==> src/rtl/pulse_cnt_mc.sv <==
// ---------------------------------------------------------------------------
// pulse_cnt_mc -- multi-channel pulse/event counter with rate windows
//
// Purpose:
//   CH independent saturating event counters. Each channel counts either the
//   cycles its input is high (level mode) or its rising edges (edge mode).
//   A periodic measurement window snapshots every counter (including the
//   event arriving in the tick cycle) and restarts it, giving per-window
//   rates. Saturation sets a sticky per-channel overflow flag. Results are
//   read through a registered, channel-muxed read port.
//
// Configuration macro:
//   PULSE_CNT_SYNC_EN  defined   : d_i passes through a 2-flop synchronizer
//                                  per channel (d_i may be asynchronous,
//                                  +2 cycles event-to-count latency).
//                      undefined : d_i is used directly and must be
//                                  synchronous to clk.
//
// Ports:
//   clk        in   1          system clock
//   rst_n      in   1          asynchronous active-low reset
//   clc        in   1          synchronous clear of counters, snapshots,
//                              overflow flags and the window counter
//   d_i        in   CH         per-channel event inputs
//   edge_mode  in   CH         1: count rising edges, 0: count high cycles
//   win_en     in   1          enable periodic window snapshots
//   win_len    in   WIN_W      window length in cycles (0: no ticks)
//   rd_sel     in   SEL_W      channel select for the read port
//   rd_cnt     out  CNT_WIDTH  live count of channel rd_sel (registered)
//   rd_snap    out  CNT_WIDTH  last snapshot of channel rd_sel (registered)
//   snap_vld   out  1          one-cycle pulse: snapshot set updated
//   ovf        out  CH         sticky per-channel saturation flags
// ---------------------------------------------------------------------------
module pulse_cnt_mc #(
  parameter  int CH        = 4,
  parameter  int CNT_WIDTH = 32,
  parameter  int WIN_W     = 24,
  localparam int SEL_W     = (CH > 1) ? $clog2(CH) : 1
) (
  input  logic                 clk,
  input  logic                 rst_n,
  input  logic                 clc,
  input  logic [CH-1:0]        d_i,
  input  logic [CH-1:0]        edge_mode,
  input  logic                 win_en,
  input  logic [WIN_W-1:0]     win_len,
  input  logic [SEL_W-1:0]     rd_sel,
  output logic [CNT_WIDTH-1:0] rd_cnt,
  output logic [CNT_WIDTH-1:0] rd_snap,
  output logic                 snap_vld,
  output logic [CH-1:0]        ovf
);

  localparam logic [CNT_WIDTH-1:0] CNT_MAX = {CNT_WIDTH{1'b1}};

  // -------------------------------------------------------------------------
  // Input conditioning
  // -------------------------------------------------------------------------
  logic [CH-1:0] d_s;   // conditioned event level used by the counters
  logic [CH-1:0] d_q;   // previous-cycle d_s, for rising-edge detection

`ifdef PULSE_CNT_SYNC_EN
  logic [CH-1:0] sync1_q;
  logic [CH-1:0] sync2_q;

  // NOTE: sequential state uses non-blocking (<=) so every flop samples the
  // pre-edge value; with blocking (=) sync2_q would see this cycle's
  // sync1_q and the two stages would collapse into one.
  always_ff @(posedge clk or negedge rst_n) begin
    if (!rst_n) begin
      sync1_q <= '0;
      sync2_q <= '0;
    end else begin
      sync1_q <= d_i;
      sync2_q <= sync1_q;
    end
  end

  assign d_s = sync2_q;
`else
  assign d_s = d_i;
`endif

  // d_q follows d_s every cycle, independent of clc. Because it resets to 0,
  // an input already high when reset releases counts as one edge.
  always_ff @(posedge clk or negedge rst_n) begin
    if (!rst_n) begin
      d_q <= '0;
    end else begin
      d_q <= d_s;
    end
  end

  logic [CH-1:0] inc;
  assign inc = (edge_mode & d_s & ~d_q) | (~edge_mode & d_s);

  // -------------------------------------------------------------------------
  // Measurement window
  // -------------------------------------------------------------------------
  logic [WIN_W-1:0] win_cnt_q, win_cnt_d;
  logic             win_active;
  logic             tick;

  assign win_active = win_en && (win_len != '0);
  // '>=' rather than '==' so that shrinking win_len below the current count
  // ends the window at once instead of waiting for a counter wrap.
  assign tick       = win_active && (win_cnt_q >= (win_len - WIN_W'(1)));

  // NOTE: every combinational output gets a default before any branch, so
  // no path leaves it unassigned and no latch is inferred.
  always_comb begin
    win_cnt_d = win_cnt_q;
    if (clc || !win_active || tick) begin
      win_cnt_d = '0;
    end else begin
      win_cnt_d = win_cnt_q + WIN_W'(1);
    end
  end

  always_ff @(posedge clk or negedge rst_n) begin
    if (!rst_n) begin
      win_cnt_q <= '0;
    end else begin
      win_cnt_q <= win_cnt_d;
    end
  end

  // -------------------------------------------------------------------------
  // Per-channel counters, snapshots and overflow flags
  // -------------------------------------------------------------------------
  logic [CNT_WIDTH-1:0] cnt_q  [CH];
  logic [CNT_WIDTH-1:0] cnt_d  [CH];
  logic [CNT_WIDTH-1:0] snap_q [CH];
  logic [CNT_WIDTH-1:0] snap_d [CH];
  logic [CNT_WIDTH-1:0] sum    [CH];   // saturating cnt + inc
  logic [CH-1:0]        sat_hit;       // inc arrived while counter at max
  logic [CH-1:0]        ovf_q, ovf_d;
  logic                 snap_vld_q, snap_vld_d;

  always_comb begin
    for (int i = 0; i < CH; i++) begin
      sat_hit[i] = inc[i] && (cnt_q[i] == CNT_MAX);
      sum[i]     = (inc[i] && !sat_hit[i]) ? cnt_q[i] + CNT_WIDTH'(1) : cnt_q[i];
    end
  end

  // Priority: clc > tick > inc. A tick folds the same-cycle event into the
  // snapshot and restarts the live counter from zero.
  always_comb begin
    ovf_d      = ovf_q;
    snap_vld_d = 1'b0;
    for (int i = 0; i < CH; i++) begin
      cnt_d[i]  = cnt_q[i];
      snap_d[i] = snap_q[i];
    end

    if (clc) begin
      ovf_d = '0;
      for (int i = 0; i < CH; i++) begin
        cnt_d[i]  = '0;
        snap_d[i] = '0;
      end
    end else begin
      snap_vld_d = tick;
      ovf_d      = ovf_q | sat_hit;
      for (int i = 0; i < CH; i++) begin
        if (tick) begin
          snap_d[i] = sum[i];
          cnt_d[i]  = '0;
        end else begin
          cnt_d[i]  = sum[i];
        end
      end
    end
  end

  // NOTE: the counter and snapshot arrays are ordinary flops that must read 0
  // after reset, so they are reset element by element; a large RAM-style
  // array would be left unreset so it could map onto memory macros.
  always_ff @(posedge clk or negedge rst_n) begin
    if (!rst_n) begin
      for (int i = 0; i < CH; i++) begin
        cnt_q[i]  <= '0;
        snap_q[i] <= '0;
      end
      ovf_q      <= '0;
      snap_vld_q <= 1'b0;
    end else begin
      for (int i = 0; i < CH; i++) begin
        cnt_q[i]  <= cnt_d[i];
        snap_q[i] <= snap_d[i];
      end
      ovf_q      <= ovf_d;
      snap_vld_q <= snap_vld_d;
    end
  end

  // -------------------------------------------------------------------------
  // Read port
  // -------------------------------------------------------------------------
  // A compare-per-channel mux never indexes past CH-1, so selects >= CH
  // naturally fall through to the zero default.
  logic [CNT_WIDTH-1:0] rd_cnt_q,  rd_cnt_d;
  logic [CNT_WIDTH-1:0] rd_snap_q, rd_snap_d;

  always_comb begin
    rd_cnt_d  = '0;
    rd_snap_d = '0;
    for (int i = 0; i < CH; i++) begin
      if (rd_sel == SEL_W'(i)) begin
        rd_cnt_d  = cnt_q[i];
        rd_snap_d = snap_q[i];
      end
    end
  end

  always_ff @(posedge clk or negedge rst_n) begin
    if (!rst_n) begin
      rd_cnt_q  <= '0;
      rd_snap_q <= '0;
    end else begin
      rd_cnt_q  <= rd_cnt_d;
      rd_snap_q <= rd_snap_d;
    end
  end

  assign rd_cnt   = rd_cnt_q;
  assign rd_snap  = rd_snap_q;
  assign snap_vld = snap_vld_q;
  assign ovf      = ovf_q;

endmodule

==> config.mk <==
export PLATFORM = sky130hd
export DESIGN_NAME = pulse_cnt_mc
export DESIGN_NICKNAME = d
export VERILOG_FILES = /design/src/rtl/pulse_cnt_mc.sv
export SDC_FILE = /design/constraint.sdc
export NUM_CORES = 1
export LEC_CHECK = 0
export CORE_ASPECT_RATIO = 1.1
export CORE_MARGIN = 3
export CORE_UTILIZATION = 50
export CTS_BUF_LIST = sky130_fd_sc_hd__clkbuf_16
export CTS_CLUSTER_DIAMETER = 150
export CTS_CLUSTER_SIZE = 10
export DETAILED_ROUTE_END_ITERATION = 8
export PLACE_DENSITY_LB_ADDON = 0.15
export SYNTH_ARGS = -nofsm -noshare
export SYNTH_HDL_FRONTEND = slang
export SYNTH_SLANG_ARGS = --single-unit
export TNS_END_PERCENT = 30
==> constraint.sdc <==
create_clock -name clk -period 4.3 [get_ports clk]
set_input_delay 0.645 -clock clk [delete_from_list [all_inputs] [get_ports clk]]
set_output_delay 0.645 -clock clk [all_outputs]
set_load 0.005 [all_outputs]
==> summary.md <==
| Metric | Value |
|---|---|
| Clk sinks | `~350` |
| Max Transition Viols Final | `0` |
| Initial DRT Pass Iterations | `5` |
| Max Clock Skew | `0.0352 ns` |
| Vias in the first global route | `about 14,000` |
| Area leader, netlist | `dfrtp_1` |
| Avg Inst Size Synth | `11.1 um2` |
| Seq cells post-synth | `around 350` |
| Initial antenna violation count | `1` |
| Gr ovfl total | `0` |
| Total CTS buffers | `slightly above 40` |
| CP Data Arrival Time | `between 4 and 5 ns` |
| Primary FF master, synth | `dfrtp_1` |
| Post-DP Area | `approximately 20,000 um2` |
| Clk root buf | `clkbuf_16` |
| Area grow syn2layout | `17.5%` |
| Antenna violation net count after detailed routing | `0` |
| CP endpoint kind | `flop` |
| Setup Viol. Count Final | `0` |
| Worst min path class | `in -> async` |
| Mapped Cells | `roughly 1,700` |
| Worst VDD drop | `between 0.0002 and 0.0003 V` |
| H-tree lvl count | `2` |
| Minimum clock period | `~4.1 ns` |
| Initial Util | `0.507` |
| Horiz. Die Dim | `between 150 and 200 um` |
| Top-count cell post-synth | `dfrtp_1` |
| Max FO, Critical Path | `30` |
| Core area | `about 36,000 um2` |
| Status | `finished, final reports clean` |
| FMAX | `around 0.25 GHz` |
| CTS tree | `done` |
| I/O Pins | `around 110` |
| Number of flops mapped to enable cells by yosys | `0` |
| Reg2reg start | `cnt_q[97]` |
| Leak | `~0.0093 uW` |
| Synth top area share | `0.480` |
| Pin count of the biggest net entering global routing | `111` |
| ANT cells | `0` |
| DR iter-0 viols | `1,229` |
| Die area | `39,100 um2` |
| # DRC | `0` |
| Final instance area | `roughly 22,000 um2` |
| Pwr dens | `319 nW/um2` |
| Required time worst endpoint | `4.73 ns` |
| Critical path startpoint | `win_len[7]` |
| Register area share after synthesis | `0.480` |
| First-pass GRT wire length | `around 84,000 um` |
| Final core utilization | `0.596` |
| Layout Nets | `between 1,500 and 2,000` |
| Setup slack after layout | `about 0.23 ns` |
| Via total after detailed routing | `between 10,000 and 15,000` |
| Row Count | `73` |
| Vias per cell | `6.22` |
| Synthesized net count | `1,729` |
| Worst slew pin tran | `between 0.9 and 1 ns` |
| Pre-CTS setup slack | `-0.399 ns` |
| Top cells by area, synth | `dfrtp_1 (48%), mux4_2 (7.8%), nor2_1 (3.5%)` |
| Fill cells | `approximately 3,100` |
| Asr flop ratio synth | `1.00` |
| Clk buf depth | `3` |
| Hold buffers post-CTS | `0` |
| Layout cells sized above 1 | `0.158` |
| Post-DP HPWL | `37,500 um` |
| Port Buffers | `around 110` |
| Synth Warn # | `0` |
| Worst-skew pair later-pin latency | `0.56 ns` |
| Final worst hold slack | `0.185 ns` |
| Yosys cell types | `76` |
| MaxCap Viol Count | `0` |
| Total GRT Usage | `0.274` |
| Routability cong. | `between 0.9 and 1` |
| Synth cell count leaders | `dfrtp_1 (353), nor2_1 (170), nand2_1 (101), xnor2_1 (72)` |
| WL/cell | `approximately 23 um` |
| Fin. Hold Viols | `0` |
| Die Y | `slightly above 200 um` |
| CP Class | `in -> reg` |
| Post-synth design cell area | `between 15,000 and 20,000 um2` |
| Reg clk slew, reported paths | `roughly 0.05 ns` |
| Slew margin rel. | `0.379` |
| Final wirelength | `between 50,000 and 60,000 um` |
| Setup crit start kind | `input port` |
| Fin crit share | `0.947` |
## worst max-delay path: stages
cell	delay (ns)
clkdlybuf4s50_1	0.42
or4_1	0.59
buf_4	0.17
nor2_1	0.21
nand3_2	0.14
buf_4	0.19
nor3_1	0.19
xnor2_1	0.16
ha_1	0.25
nand4_1	0.13
nor3_1	0.08
a22oi_1	0.25
nand3_2	0.15
o21ai_4	0.19
buf_12	0.15
buf_12	0.19
mux2_2	0.36
## metrics by stage
stage	total power, uW	TNS (ns)	std cells
after floorplan	3620	0	1661
final	6890	0	2296
after CTS	6950	0	2293
after global placement	3870	-56.94	2248
after detailed placement	3870	-77.75	2248
after global routing	7110	-0.101	2296
## path summary, 6_finish.rpt
path	slack, ns	to	cells after the start
max	0.23	snap_q[44]	17
min	0.18	snap_q[50]	1
max reg2reg	1.03	snap_q[101]	7
min reg2reg	0.48	snap_q[121]	1
max in group asynchronous	3.04	rd_snap[3]	2
min in group clk	0.48	snap_q[121]	1
## flip-flops by register name, summed over array words and instances (netlist names)
name	flops
rd_snap	32
win_cnt_q	24
cnt_q	128
snap_q	128
rd_cnt	32
snap_vld	1
d_q	4
ovf	4
## cell type report
type / instances / area (um2) / share of cell area
Clock buffer: 43 / 1080 / 0.0498
Clock inverter: 2 / 17.5 / 0.000810
Inverter: 23 / 86.3 / 0.00399
Multi-Input combinational cell: 1192 / 9080 / 0.420
Sequential cell: 353 / 8830 / 0.408
Tap cell: 487 / 609 / 0.0282
Timing Repair Buffer: 196 / 1920 / 0.0890
## layer usage
| layer | wire length, um | vias up | track usage |
|---|---|---|---|
| li1 | - | 6385 | - |
| met1 | 22800 | 7162 | 0.388 |
| met2 | 25100 | 612 | 0.431 |
| met3 | 3990 | 119 | 0.0489 |
| met4 | 1730 | 0 | 0.0886 |
| met5 | 0 | - | 0 |
## logic make-up (layout without fill, tap and decap cells)
family | count (synthesis) | after routing | synth area share
AOI/OAI and AO/OA | 230 | 230 | 0.0949
buffers and inverters | 116 | 264 | 0.0290
adders and majority gates | 30 | 30 | 0.0204
muxes | 145 | 145 | 0.125
and+or+nand+nor | 665 | 665 | 0.192
DFF | 353 | 353 | 0.480
xor gates and xnor gates | 122 | 122 | 0.0585
## report_power, final
part	total (uW)	internal, uW	leakage [uW]	switching [uW]
combinational	447	164	0.00385	282
sequential	3370	3340	0.00492	26.6
clock	3080	1760	0.000539	1320
## layout by cell type, fill, tap and decap left out, types with 29 or more instances in the layout
master and instances:
nand3_1 57, nor2b_1 58, xor2_1 49, clkdlybuf4s50_1 102, and3_1 29, nand2_1 101
mux2_2 39, buf_4 77, xnor2_1 72, o2bb2ai_1 49, o21a_1 30, nand4_1 64
mux2i_1 40, clkbuf_16 44, o21ai_0 41, dfrtp_1 353, nor3_1 59, nor2_1 170
ha_1 30, mux4_2 64
## what timing repair did
| item | in CTS | in global routing |
|---|---|---|
| setup buffers | 0 | 2 |
| setup endpoints to repair | 0 | 64 |
| gates resized for setup | 0 | 4 |
Note: power is estimated with default switching activity, not from simulation.
